### src/rtl/wsg_pkg.sv
// Shared definitions for the WSG PWM DAC: sample width, parameter defaults
// and the output-level state machine encoding.
package wsg_pkg;

    localparam int SAMPLE_W      = 8;
    localparam int CNT_BITS_DEF  = 8;
    localparam int RAMP_STEP_DEF = 4;

    typedef enum logic [1:0] {
        LVL_PLAY      = 2'd0,
        LVL_RAMP_DOWN = 2'd1,
        LVL_MUTED     = 2'd2,
        LVL_RAMP_UP   = 2'd3
    } lvl_state_e;

endpackage

### src/rtl/wsg_level_ramp.sv
// Output level tracker: follows the duty while playing and ramps to/from zero
// in RAMP_STEP increments on mute requests, changing only at period boundaries.
module wsg_level_ramp
    import wsg_pkg::*;
#(
    parameter int RAMP_STEP = RAMP_STEP_DEF
)
(
    input  logic                clk,
    input  logic                reset,
    input  logic                boundary,
    input  logic                mute,
    input  logic [SAMPLE_W-1:0] duty_new,
    output logic [SAMPLE_W-1:0] lvl
);

    localparam logic [SAMPLE_W:0] STEP_EXT = (SAMPLE_W+1)'(RAMP_STEP);

    lvl_state_e          state;
    logic [SAMPLE_W-1:0] lvl_dn;
    logic [SAMPLE_W-1:0] lvl_up;

    // The extra top bit catches the borrow so the level floors at zero.
    function automatic logic [SAMPLE_W-1:0] sat_down(input logic [SAMPLE_W-1:0] v);
        logic [SAMPLE_W:0] d;
        d = {1'b0, v} - STEP_EXT;
        return d[SAMPLE_W] ? '0 : d[SAMPLE_W-1:0];
    endfunction

    function automatic logic [SAMPLE_W-1:0] sat_up(input logic [SAMPLE_W-1:0] v,
                                                   input logic [SAMPLE_W-1:0] tgt);
        logic [SAMPLE_W:0] s;
        s = {1'b0, v} + STEP_EXT;
        return (s > {1'b0, tgt}) ? tgt : s[SAMPLE_W-1:0];
    endfunction

    assign lvl_dn = sat_down(lvl);
    assign lvl_up = sat_up(lvl, duty_new);

    always_ff @(posedge clk) begin
        if (!reset) begin
            state <= LVL_PLAY;
            lvl   <= '0;
        end else if (boundary) begin
            case (state)
                LVL_PLAY: begin
                    if (mute) begin
                        lvl   <= lvl_dn;
                        state <= (lvl_dn == '0) ? LVL_MUTED : LVL_RAMP_DOWN;
                    end else begin
                        lvl   <= duty_new;
                    end
                end
                LVL_RAMP_DOWN, LVL_RAMP_UP: begin
                    if (mute) begin
                        lvl   <= lvl_dn;
                        state <= (lvl_dn == '0) ? LVL_MUTED : LVL_RAMP_DOWN;
                    end else begin
                        lvl   <= lvl_up;
                        state <= (lvl_up == duty_new) ? LVL_PLAY : LVL_RAMP_UP;
                    end
                end
                LVL_MUTED: begin
                    if (mute) begin
                        lvl   <= '0;
                    end else begin
                        lvl   <= lvl_up;
                        state <= (lvl_up == duty_new) ? LVL_PLAY : LVL_RAMP_UP;
                    end
                end
                default: begin
                    lvl   <= '0;
                    state <= LVL_PLAY;
                end
            endcase
        end
    end

endmodule

### src/rtl/wsg_pwm_dac.sv
// WSG sound PWM DAC: one-entry sample buffer, free-running carrier counter
// and registered comparator driving the external low-pass filter.
module wsg_pwm_dac
    import wsg_pkg::*;
#(
    parameter int CNT_BITS  = CNT_BITS_DEF,
    parameter int RAMP_STEP = RAMP_STEP_DEF
)
(
    input  logic                clk,
    input  logic                reset,
    input  logic [SAMPLE_W-1:0] sample_dat,
    input  logic                sample_valid,
    output logic                sample_ready,
    input  logic                mute,
    output logic                pwm_out,
    output logic                frame_start,
    output logic                underrun,
    output logic [7:0]          underrun_cnt
);

    localparam int CMP_W = (CNT_BITS > SAMPLE_W) ? CNT_BITS : SAMPLE_W;

    logic [CNT_BITS-1:0] cnt;
    logic                pend_full;
    logic [SAMPLE_W-1:0] pend_dat;
    logic [SAMPLE_W-1:0] duty;
    logic [SAMPLE_W-1:0] duty_new;
    logic [SAMPLE_W-1:0] lvl;
    logic                rst_done;
    logic                boundary;
    logic                xfer;

    assign boundary     = &cnt;
    assign sample_ready = rst_done & ~pend_full;
    assign xfer         = sample_valid & sample_ready;
    assign duty_new     = pend_full ? pend_dat : duty;

    // Comparator is registered, so pwm_out lags cnt by one cycle; frame_start
    // is delayed identically so it marks bit 0 of each period.
    always_ff @(posedge clk) begin
        if (!reset) begin
            cnt          <= '0;
            pend_full    <= 1'b0;
            duty         <= '0;
            rst_done     <= 1'b0;
            pwm_out      <= 1'b0;
            frame_start  <= 1'b0;
            underrun     <= 1'b0;
            underrun_cnt <= '0;
        end else begin
            cnt         <= cnt + 1'b1;
            rst_done    <= 1'b1;
            pwm_out     <= (CMP_W'(cnt) < CMP_W'(lvl));
            frame_start <= (cnt == '0);
            underrun    <= 1'b0;
            if (boundary) begin
                if (pend_full) begin
                    duty      <= pend_dat;
                    pend_full <= 1'b0;
                end else begin
                    underrun <= 1'b1;
                    if (underrun_cnt != 8'hFF)
                        underrun_cnt <= underrun_cnt + 8'd1;
                end
            end
            // Only reachable with an empty buffer, so it never races the drain.
            if (xfer)
                pend_full <= 1'b1;
        end
    end

    always_ff @(posedge clk) begin
        if (xfer)
            pend_dat <= sample_dat;
    end

    wsg_level_ramp #(
        .RAMP_STEP (RAMP_STEP)
    ) u_level (
        .clk      (clk),
        .reset    (reset),
        .boundary (boundary),
        .mute     (mute),
        .duty_new (duty_new),
        .lvl      (lvl)
    );

endmodule

### config.mk
export PLATFORM = sky130hd
export DESIGN_NAME = wsg_pwm_dac
export DESIGN_NICKNAME = d
export VERILOG_FILES = /design/src/rtl/wsg_pkg.sv /design/src/rtl/wsg_level_ramp.sv /design/src/rtl/wsg_pwm_dac.sv
export SDC_FILE = /design/constraint.sdc
export NUM_CORES = 1
export LEC_CHECK = 0
export CELL_PAD_IN_SITES_DETAIL_PLACEMENT = 0
export CELL_PAD_IN_SITES_GLOBAL_PLACEMENT = 2
export CORE_ASPECT_RATIO = 1.75
export CORE_MARGIN = 2
export CORE_UTILIZATION = 39
export DETAILED_ROUTE_END_ITERATION = 12
export PLACE_DENSITY = 0.85
export SLEW_MARGIN = 20
export SYNTH_ARGS = -nofsm -noshare
export SYNTH_HDL_FRONTEND = slang
export SYNTH_SLANG_ARGS = --single-unit
### constraint.sdc
create_clock -name clk -period 4.4 [get_ports clk]
set_input_delay 0.88 -clock clk [delete_from_list [all_inputs] [get_ports clk]]
set_output_delay 0.88 -clock clk [all_outputs]
set_load 0.02 [all_outputs]
* Word-level counts from Yosys, hierarchy flattened
Cells that the tools add are included.
Word-level totals: register bits 47, input port bits 12, output and inout port bits 12, logic and storage cells 53
Operators by class: add/subtract/negate cells 4, $lt $le $gt $ge 2, equal/unequal tests 7, mux-type cells 17, bitwise logic cells 3, reduce and logical (&&, ||, !) cells 9
Operators with widths (number):
- $mux 8 | 6
- $pmux 8 s3 | 1
- $reduce_and 10->1 | 2
- $add 8x1->8 const B | 2
- $logic_not 8->1 | 2
- $mux 2 | 5
- $add 8x3->9 const B | 1
- $gt 9x8->1 | 1
- $reduce_and 9->1 | 1
- $sub 8x3->9 const B | 1
- $eq 8x8->1 | 1
- $lt 8x8->1 | 1
- $ne 8x8->1 const B | 1
- $reduce_and 8->1 | 1
- $pmux 2 s3 | 1
- $eq 2x2->1 const B | 2
- $mux 1 | 4
- $ne 2x2->1 const B | 2
- $and 1x1->1 | 2
- $eq 2x1->1 const B | 1
- $logic_not 2->1 | 1
- $reduce_bool 2->1 | 1
- $reduce_or 2->1 | 1
- $not 1->1 | 1

* Longest topological paths before layout
Gate-level depths: netlist of the first run.
depth in word-level cells 7, depth in mapped cells 13, depth with buffers taken out 11

* By module
From an unflattened synthesis of the first run, not the netlist that was laid out.
Unflattened totals: cell total of the unflattened synthesis 355, area, all modules 3046.7 µm²
By module, submodules not included:
- wsg_pwm_dac | times used 1, cells an instance 180, area an instance 1725.4 µm², sequential area each 820.8 µm²
- wsg_level_ramp | times used 1, cells an instance 175, area an instance 1321.3 µm², sequential area each 200.2 µm²

* Worst setup path after synthesis of the first run
Ideal clock, no wire load.
path kind flip-flop to flip-flop, start reg u_level.lvl[2], end reg u_level.lvl[4], library setup time 74 ps, arrival time 2628 ps, required time 4326 ps, slack 1698 ps, cell stages (with the launch flop) 12, path buffers 2, clock period less this slack 2702 ps, cells stage by stage dfxtp_1 -> clkbuf_1 -> inv_1 -> ha_1 -> ha_1 -> and4_4 -> and3_1 -> a211o_1 -> and2_4 -> buf_6 -> or3_1 -> a31oi_1
On the way: longest elaborated chain between the ends 5, elaborated cells on any way between the ends 9, classes of those cells 2 x add/sub; 1 x order compare; 6 x mux
RTL lines:
- from (decl) | RTL line wsg_level_ramp.sv:14 | output logic [SAMPLE_W-1:0] lvl
- from (signal assigned) | RTL line wsg_level_ramp.sv:48 | lvl <= lvl_dn;
- from (signal assigned) | RTL line wsg_level_ramp.sv:51 | lvl <= duty_new;
- from (signal assigned) | RTL line wsg_level_ramp.sv:56 | lvl <= lvl_dn;
- $add 8x3->9 | RTL line wsg_level_ramp.sv:33 | s = {1'b0, v} + STEP_EXT;
- $gt 9x8->1 | RTL line wsg_level_ramp.sv:34 | return (s > {1'b0, tgt}) ? tgt : s[SAMPLE_W-1:0];
- $mux 8 | RTL line wsg_level_ramp.sv:34
- $mux 8 (on tied branches) | RTL line wsg_level_ramp.sv:64, wsg_level_ramp.sv:55
- $pmux 8 s3 * | RTL line wsg_level_ramp.sv:45 | case (state)
Mark *: on every way between the ends. The rest lies on a longest branch, timed or not. A chain may end at the register's enable or synchronous reset.

* Worst setup path in the final report of the first run
start reg pend_full, end reg u_level.lvl[2]
On the way: longest elaborated chain between the ends 5, elaborated cells on any way between the ends 7, classes of those cells 1 x order compare; 6 x mux
RTL lines:
- from (decl) | RTL line wsg_pwm_dac.sv:25 | logic pend_full;
- from (signal assigned) | RTL line wsg_pwm_dac.sv:44 | pend_full <= 1'b0;
- from (signal assigned) | RTL line wsg_pwm_dac.sv:60 | pend_full <= 1'b0;
- from (signal assigned) | RTL line wsg_pwm_dac.sv:69 | pend_full <= 1'b1;
- $mux 8 *
- $gt 9x8->1 | RTL line wsg_level_ramp.sv:34
- $mux 8 | RTL line wsg_level_ramp.sv:34
- $mux 8 (on tied branches) | RTL line wsg_level_ramp.sv:64, wsg_level_ramp.sv:55
- $pmux 8 s3 * | RTL line wsg_level_ramp.sv:45
- to (signal assigned) | RTL line wsg_level_ramp.sv:48
- to (signal assigned) | RTL line wsg_level_ramp.sv:51
- to (signal assigned) | RTL line wsg_level_ramp.sv:67 | lvl <= lvl_up;
Marks and branches as above.

==> flow_metrics.tcl, run 1 <==
set metrics [dict create \
    status "finished, final reports clean" \
    ctsHoldBuffers 0 \
    detail_route.first_pass.iterations 4 \
    final_critical_path_setup_slack_ns 1.25 \
    area_growth_syn_to_layout_pct 14.7 \
    dp_worst_setup_slack_ns 1.23 \
    timing.hold.worst_endpoint "duty[0]" \
    tritoncts.num_buffers 5 \
    synthDistinctLibCells 64 \
    maximum_number_of_pins_on_one_net_before_global_route_repair 29 \
    cp_max_fo 13 \
    timing.critical_path.from_type "flip-flop" \
    clk_path_buf_depth 2 \
    io_buffer_count 23 \
    period_needed_ns 3.15 \
    postSynthRegisterBits 47 \
    synth_top_flop_cell "sky130_fd_sc_hd__dfxtp_1" \
    ys_warn_count 0 \
    count_of_vias_placed_by_the_detailed_router 2290 \
    routed_wl_um 7110 \
    whs_path_cells 2 \
    slew_headroom_pct 31.6 \
    timing.final.crit_share_pct 71.6 \
    timing_max_transition_violations_final 0 \
    tritoncts "yes" \
    global_route.overflow_total 0 \
    die_height_um 117 \
    cp-end-kind "flip-flop" \
    groute.usage.overall_pct 19.6 \
    grt_pass1_wl_um 11400 \
    depth_of_the_worst_register_to_register_path 8 \
    fp-row-count 41 \
    syn-cell-area_um2 2850 \
    detail_route.drc_violations 0 \
    antenna_found_initial 0 \
    grt_setup_unrepaired "false" \
    cts_post_setup_buffers_inserted 0 \
    yosys-top-cells-area "sky130_fd_sc_hd__dfxtp_1, sky130_fd_sc_hd__ha_1, sky130_fd_sc_hd__edfxtp_1" \
    synthArstFlopShare_pct 0 \
    dp_hpwl_um 5390 \
    setup_tns_ns 0 \
    hold_path_startpoint "duty[0]" \
    post_cts_resize_count 0 \
    number_of_top_level_pins 24 \
    max_cap_viol_count 0 \
    synth.avg_cell_area_um2 9.39 \
    yosysTopAreaCell "sky130_fd_sc_hd__dfxtp_1" \
    clk_transition_reported_paths_ns 0.06 \
    yosys.cell_count.top_type "sky130_fd_sc_hd__dfxtp_1" \
    register_area_um2 1020 \
    clock_sinks 47 \
    floorplan.initialDensity_pct 40.0 \
    holdCritPathClass "flip-flop to flip-flop" \
    crit_arrival_ns 3.33 \
    cts-htree-levels 2 \
    timing.setup.critical_path_class "flip-flop to flip-flop" \
    synth_nets 336 \
    final_nets 350 \
    clock_tree.root_cell "sky130_fd_sc_hd__clkbuf_16" \
    multiInputGateArea_um2 1690 \
    via_per_inst 5.65 \
    synthesis.instances 304 \
    fill_cells 708 \
    crit-reg2reg-launch "pend_full" \
    grt_pass1_vias 2279 \
    detail-route-antenna-nets 0 \
    avgRoutedWirePerCell_um 17.5 \
    p_per_area_nw_per_um2 297 \
    drt-initial-drc-count 88 \
    power_leakage_nw 1.18 \
    synth_top_area_share_pct 27.4 \
    timing.final.setup_violations 0 \
    floorplan.die_area_um2 8050 \
    worst_pin_slew_ns 1.03 \
    insertedDiodeCount 0 \
    worst_skew_pair.late_latency_ns 0.29 \
    synth.top_cells.by_count "sky130_fd_sc_hd__dfxtp_1, sky130_fd_sc_hd__nor2_1, sky130_fd_sc_hd__ha_1, sky130_fd_sc_hd__nand3_1, sky130_fd_sc_hd__xnor2_1" \
    worstReg2RegEnd "u_level.lvl[2]" \
    ys_seq_area_share_pct 35.8 \
    rrSetupSlack_ns 1.25 \
    worst_ep_required_time_ns 4.57 \
    worst_clock_skew_ns 0.00708 \
    post_route_cells_drive_above_1_share_pct 8.46 \
    fmax_mhz 317 \
    core_area_um2 7130 \
    finalHoldViolCount 0 \
    floorplan.die.width_um 68.7 \
    count_of_flip_flops_with_a_built_in_enable_after_synthesis 8 \
    vdd.ir_drop.worst_mv 0.128 \
    place.gp.congestion 0.845 \
]
## registers in the layout (all words and copies together), names as in the netlist
name / cells
pwm_out: 1
duty: 8
pend_full: 1
underrun_cnt: 8
pend_dat: 8
underrun: 1
frame_start: 1
u_level.lvl: 8
rst_done: 1
u_level.state: 2
cnt: 8
## where the power goes
part           total (mW)  switching (mW)  internal [mW]
Sequential          0.458          0.0113          0.446
Clock               0.426           0.157          0.269
Combinational      0.0868          0.0442         0.0426
Total               0.971           0.213          0.758
## layout make-up
| class | instances | area share (%) |
|---|---|---|
| Multi-Input combinational cell | 225 | 51.6 |
| Sequential cell | 47 | 31.2 |
| Timing Repair Buffer | 24 | 7.26 |
| Clock buffer | 7 | 4.05 |
| Tap cell | 86 | 3.29 |
| Inverter | 15 | 1.72 |
| Clock inverter | 1 | 0.917 |
## cells by family (layout without fill, tap and decap cells)
| logic type | Yosys count | in the layout | synth area share (%) |
|---|---|---|---|
| DFF | 47 | 47 | 35.8 |
| buffers and inverters | 32 | 47 | 5.09 |
| and+or+nand+nor | 99 | 99 | 18.7 |
| AOI/OAI and AO/OA | 68 | 68 | 18.0 |
| muxes | 11 | 11 | 5.17 |
| adders and majority gates | 20 | 20 | 8.77 |
| xor gates and xnor gates | 27 | 27 | 8.55 |
## how the worst max path moves through the flow
stage | startpoint | end | slack, ns | depth (start not counted)
after global placement | pend_full | u_level.lvl[2] | 1.30 | 8
final | pend_full | u_level.lvl[2] | 1.25 | 8
after global routing | pend_full | u_level.state[0] | 0.97 | 8
after detailed placement | pend_full | u_level.state[0] | 1.23 | 8
after CTS | pend_full | u_level.state[0] | 1.23 | 8
after floorplan | u_level.lvl[2] | u_level.lvl[4] | 1.70 | 11
## cells in the final DEF, fill, tap and decap left out, drive strengths merged, types with 3 or more instances in the layout
master / count
dfxtp: 39
nor2: 29
clkdlybuf4s50: 23
nand3: 20
ha: 20
xnor2: 16
inv: 15
a211oi: 13
xor2: 11
a21oi: 10
mux2i: 10
o21ai: 9
edfxtp: 8
and2: 7
clkbuf: 7
nand2: 6
and3: 6
nor3: 6
a31oi: 5
a21o: 5
nand4: 4
or3: 4
nor4: 4
and4: 4
nand2b: 3
a211o: 3
o31ai: 3
## per-layer routing
metal / global-route usage, % / routed length [um]
met4: 11.3 / 302
met3: 3.73 / 166
met5: 0 / 0
met2: 35.3 / 3850
met1: 20.1 / 2790
## stage by stage
step                      instances  hold WS, ns  power [mW]  util (%)  cell area, um^2
after floorplan                 304        0.472       0.527         -             2850
final                           405        0.500       0.971      45.9             3270
after global placement          397        0.482       0.554      43.6             3110
after detailed placement        397        0.488       0.555      43.6             3110
after global routing            405        0.519        1.01      45.9             3270
after CTS                       405        0.497       0.985      45.9             3270
## worst max-delay path, stage by stage (launching register included)
cell	delay [ns]
sky130_fd_sc_hd__dfxtp_1	0.85
sky130_fd_sc_hd__mux2i_1	0.50
sky130_fd_sc_hd__ha_1	0.32
sky130_fd_sc_hd__and4_4	0.19
sky130_fd_sc_hd__and3_1	0.15
sky130_fd_sc_hd__a211o_1	0.30
sky130_fd_sc_hd__a32oi_1	0.34
sky130_fd_sc_hd__o21ai_0	0.12
sky130_fd_sc_hd__o221a_2	0.27
Note: power is estimated with default switching activity, not from simulation.
==> run 2, diff against run 1 <==
--- a/config.mk
+++ b/config.mk
@@ -9,9 +9,9 @@
 export CELL_PAD_IN_SITES_GLOBAL_PLACEMENT = 2
 export CORE_ASPECT_RATIO = 1.75
 export CORE_MARGIN = 2
-export CORE_UTILIZATION = 39
+export CORE_UTILIZATION = 33
 export DETAILED_ROUTE_END_ITERATION = 12
-export PLACE_DENSITY = 0.85
+export PLACE_DENSITY = 0.77
 export SLEW_MARGIN = 20
 export SYNTH_ARGS = -nofsm -noshare
 export SYNTH_HDL_FRONTEND = slang
==> constraint.sdc (replaced) <==
create_clock -name clk -period 2.75 [get_ports clk]
set_input_delay 0.55 -clock clk [delete_from_list [all_inputs] [get_ports clk]]
set_output_delay 0.55 -clock clk [all_outputs]
set_load 0.02 [all_outputs]
==> run 2 against run 1 <==
Against the previous run: clock-buffer cell count is 1 lower; worst hold slack better by 0.0019 ns; cell count is 15% higher; sequential power is 59% higher; clock skew is 0.0030 ns lower; wire length is 7.1% higher; via count is 4.0% higher; flip-flop and latch count stayed put; largest power group is now clock; clock power is 85% higher; setup slack worse by 1.1 ns; largest cell class unchanged; final area is 12% higher; register-to-register slack worse by 1.1 ns.
==> flow_metrics.tcl, run 2 (synthesis gave the netlist of run 1 again) <==
set metrics [dict create \
    status "finished, final reports clean" \
    io_buffer_count 23 \
    fill_cells 850 \
    final_util_pct 43.9 \
    count_of_vias_placed_by_the_detailed_router 2382 \
    dp_worst_setup_slack_ns -0.0360 \
    grt_pass1_wl_um 12200 \
    clk_path_buf_depth 2 \
    global_routing_met2_resource_utilization_pct 30.5 \
    number_of_top_level_pins 24 \
    timing.critical_path.slowest_stage_cell "sky130_fd_sc_hd__dfxtp_1" \
    slew_headroom_pct 66.1 \
    layout.cells.most_common "sky130_fd_sc_hd__dfxtp_1" \
    global_route.usage.met1_pct 19.0 \
    most_frequent_cells_in_the_layout "sky130_fd_sc_hd__dfxtp_1, sky130_fd_sc_hd__buf_4, sky130_fd_sc_hd__nor2_1" \
    routed_wl_um 7610 \
    max_cap_viol_count 0 \
    worst_ep_required_time_ns 2.96 \
    drt-initial-drc-count 86 \
    global_route.overflow_total 0 \
    cp_max_fo 7 \
    fmax_mhz 379 \
    detail_route.first_pass.iterations 4 \
    grt_setup_unrepaired "false" \
    clk_transition_reported_paths_ns 0.06 \
    hold_ws_ns 0.502 \
    final_critical_path_setup_slack_ns 0.110 \
    clock_sinks 47 \
    fp-row-count 44 \
    cp-end-kind "flip-flop" \
    die_height_um 127 \
    antenna_found_initial 0 \
    timing.hold.worst_endpoint "duty[0]" \
    crit_arrival_ns 2.85 \
    area_growth_syn_to_layout_pct 28.7 \
    timing.critical_path.from_type "flip-flop" \
    floorplan.initialDensity_pct 34.1 \
    timing.setup.critical_path_class "flip-flop to flip-flop" \
    timing.final.crit_share_pct 96.0 \
    floorplan.die_area_um2 9440 \
    cell_breakdown_of_the_critical_path "ha_2, nand3_2, xnor2_2, ha_1, and3_4, and3_1, a211o_1, and2_4, buf_4, or3_1, a31oi_1" \
    grt_pass1_vias 2399 \
    avgRoutedWirePerCell_um 16.4 \
    worst_pin_slew_ns 0.504 \
    timing_max_transition_violations_final 0 \
    groute.usage.overall_pct 17.0 \
    place.gp.congestion 0.911 \
    detail_route.drc_violations 0 \
    rrSetupSlack_ns 0.11 \
    dp_hpwl_um 5860 \
    timing.final.setup_violations 0 \
    via_per_inst 5.12 \
    register_area_um2 1030 \
    core_area_um2 8370 \
    ctsHoldBuffers 0 \
    post_route_cells_drive_above_1_share_pct 21.1 \
    clock_tree.root_cell "sky130_fd_sc_hd__clkbuf_16" \
    power_leakage_nw 1.37 \
    detail-route-antenna-nets 0 \
    vdd.ir_drop.worst_mv 0.290 \
    worstReg2RegEnd "u_level.lvl[6]" \
    tritoncts.num_buffers 5 \
    maximum_number_of_pins_on_one_net_before_global_route_repair 28 \
    insertedDiodeCount 0 \
    period_needed_ns 2.64 \
    hold_path_startpoint "duty[0]" \
    top_usage_layer "met2" \
    multiInputGateArea_um2 1780 \
    depth_of_the_worst_register_to_register_path 11 \
    crit-reg2reg-launch "u_level.lvl[2]" \
    p_per_area_nw_per_um2 460 \
    tritoncts "yes" \
    final_nets 381 \
    worst_path_largest_cell_delay_ns 0.35 \
    finalHoldViolCount 0 \
    holdCritPathClass "flip-flop to flip-flop" \
    whs_path_cells 2 \
    worst_skew_pair.late_latency_ns 0.29 \
    grt_use_met3_pct 2.52 \
    floorplan.die.width_um 74.3 \
    worst_clock_skew_ns 0.00405 \
    cts-htree-levels 2 \
]
-- run 2: cell count changes in the layout (fill, tap and decap cells not counted), sizes merged --
cell	before	now
clkbuf	7	6
bufinv	1	2
buf	1	32
-- run 2: worst max-delay path by stage --
stage,to,startpoint
2_1_floorplan,u_level.lvl[5],u_level.lvl[2]
6_report,u_level.lvl[6],u_level.lvl[2]
5_1_grt,u_level.lvl[6],u_level.lvl[3]
4_1_cts,u_level.lvl[6],u_level.lvl[6]
3_5_place_dp,u_level.lvl[2],u_level.lvl[3]
3_3_place_gp,u_level.lvl[2],u_level.lvl[3]
-- run 2: metrics by stage --
step	setup TNS, ns	power (mW)	cells	instance area, um^2
floorplan	0	0.844	304	2850
global placement	0	0.905	455	3380
detailed placement	-0.0841	0.907	455	3380
CTS	0	1.70	463	3590
global route	0	1.75	465	3670
finish	0	1.69	465	3670
-- run 2: per-layer routing --
metal  up-vias  wire [um]
met5         -          0
met4         0        278
met3        17        183
met2        46       4050
met1      1115       3100
li1       1204          -
-- run 2: critical path: cells and delay by family, from the launching register on --
family                     cells  cell delay, ns
and+or+nand+nor                5            0.96
adders and majority gates      2            0.49
AOI/OAI and AO/OA              2            0.45
DFF                            1            0.35
xor gates and xnor gates       1            0.16
buffers and inverters          1            0.15
-- run 2: final cells by class --
class	instances	area share, %
clock buffers	6	3.51
clock inverters	2	1.63
inverters	15	1.53
multi-input cells	225	48.3
flip-flops and latches	47	27.9
well taps	115	3.92
repair buffers	55	13.1
-- run 2: power breakdown --
part | leakage, nW | switching [mW] | internal [mW]
sequential | 0.391 | 0.0129 | 0.713
clock | 0.0911 | 0.267 | 0.522
combinational | 0.883 | 0.0846 | 0.0893
-- run 2: what timing repair did --
item / CTS / global route
setup endpoints to repair: 4 / 9
setup buffers: 0 / 2
gates resized for setup: 4 / 13
cloned: 0 / 0
pin swaps: 0 / 5
hold endpoints to repair: 0 / 0
==> run 3, diff against run 2 <==
--- a/config.mk
+++ b/config.mk
@@ -11,6 +11,7 @@
 export CORE_MARGIN = 2
 export CORE_UTILIZATION = 33
 export DETAILED_ROUTE_END_ITERATION = 12
+export HOLD_SLACK_MARGIN = 0.02
 export PLACE_DENSITY = 0.77
 export SLEW_MARGIN = 20
 export SYNTH_ARGS = -nofsm -noshare
==> results of run 3 <==
The final DEF is identical to that of run 2; final timing and power are the same.
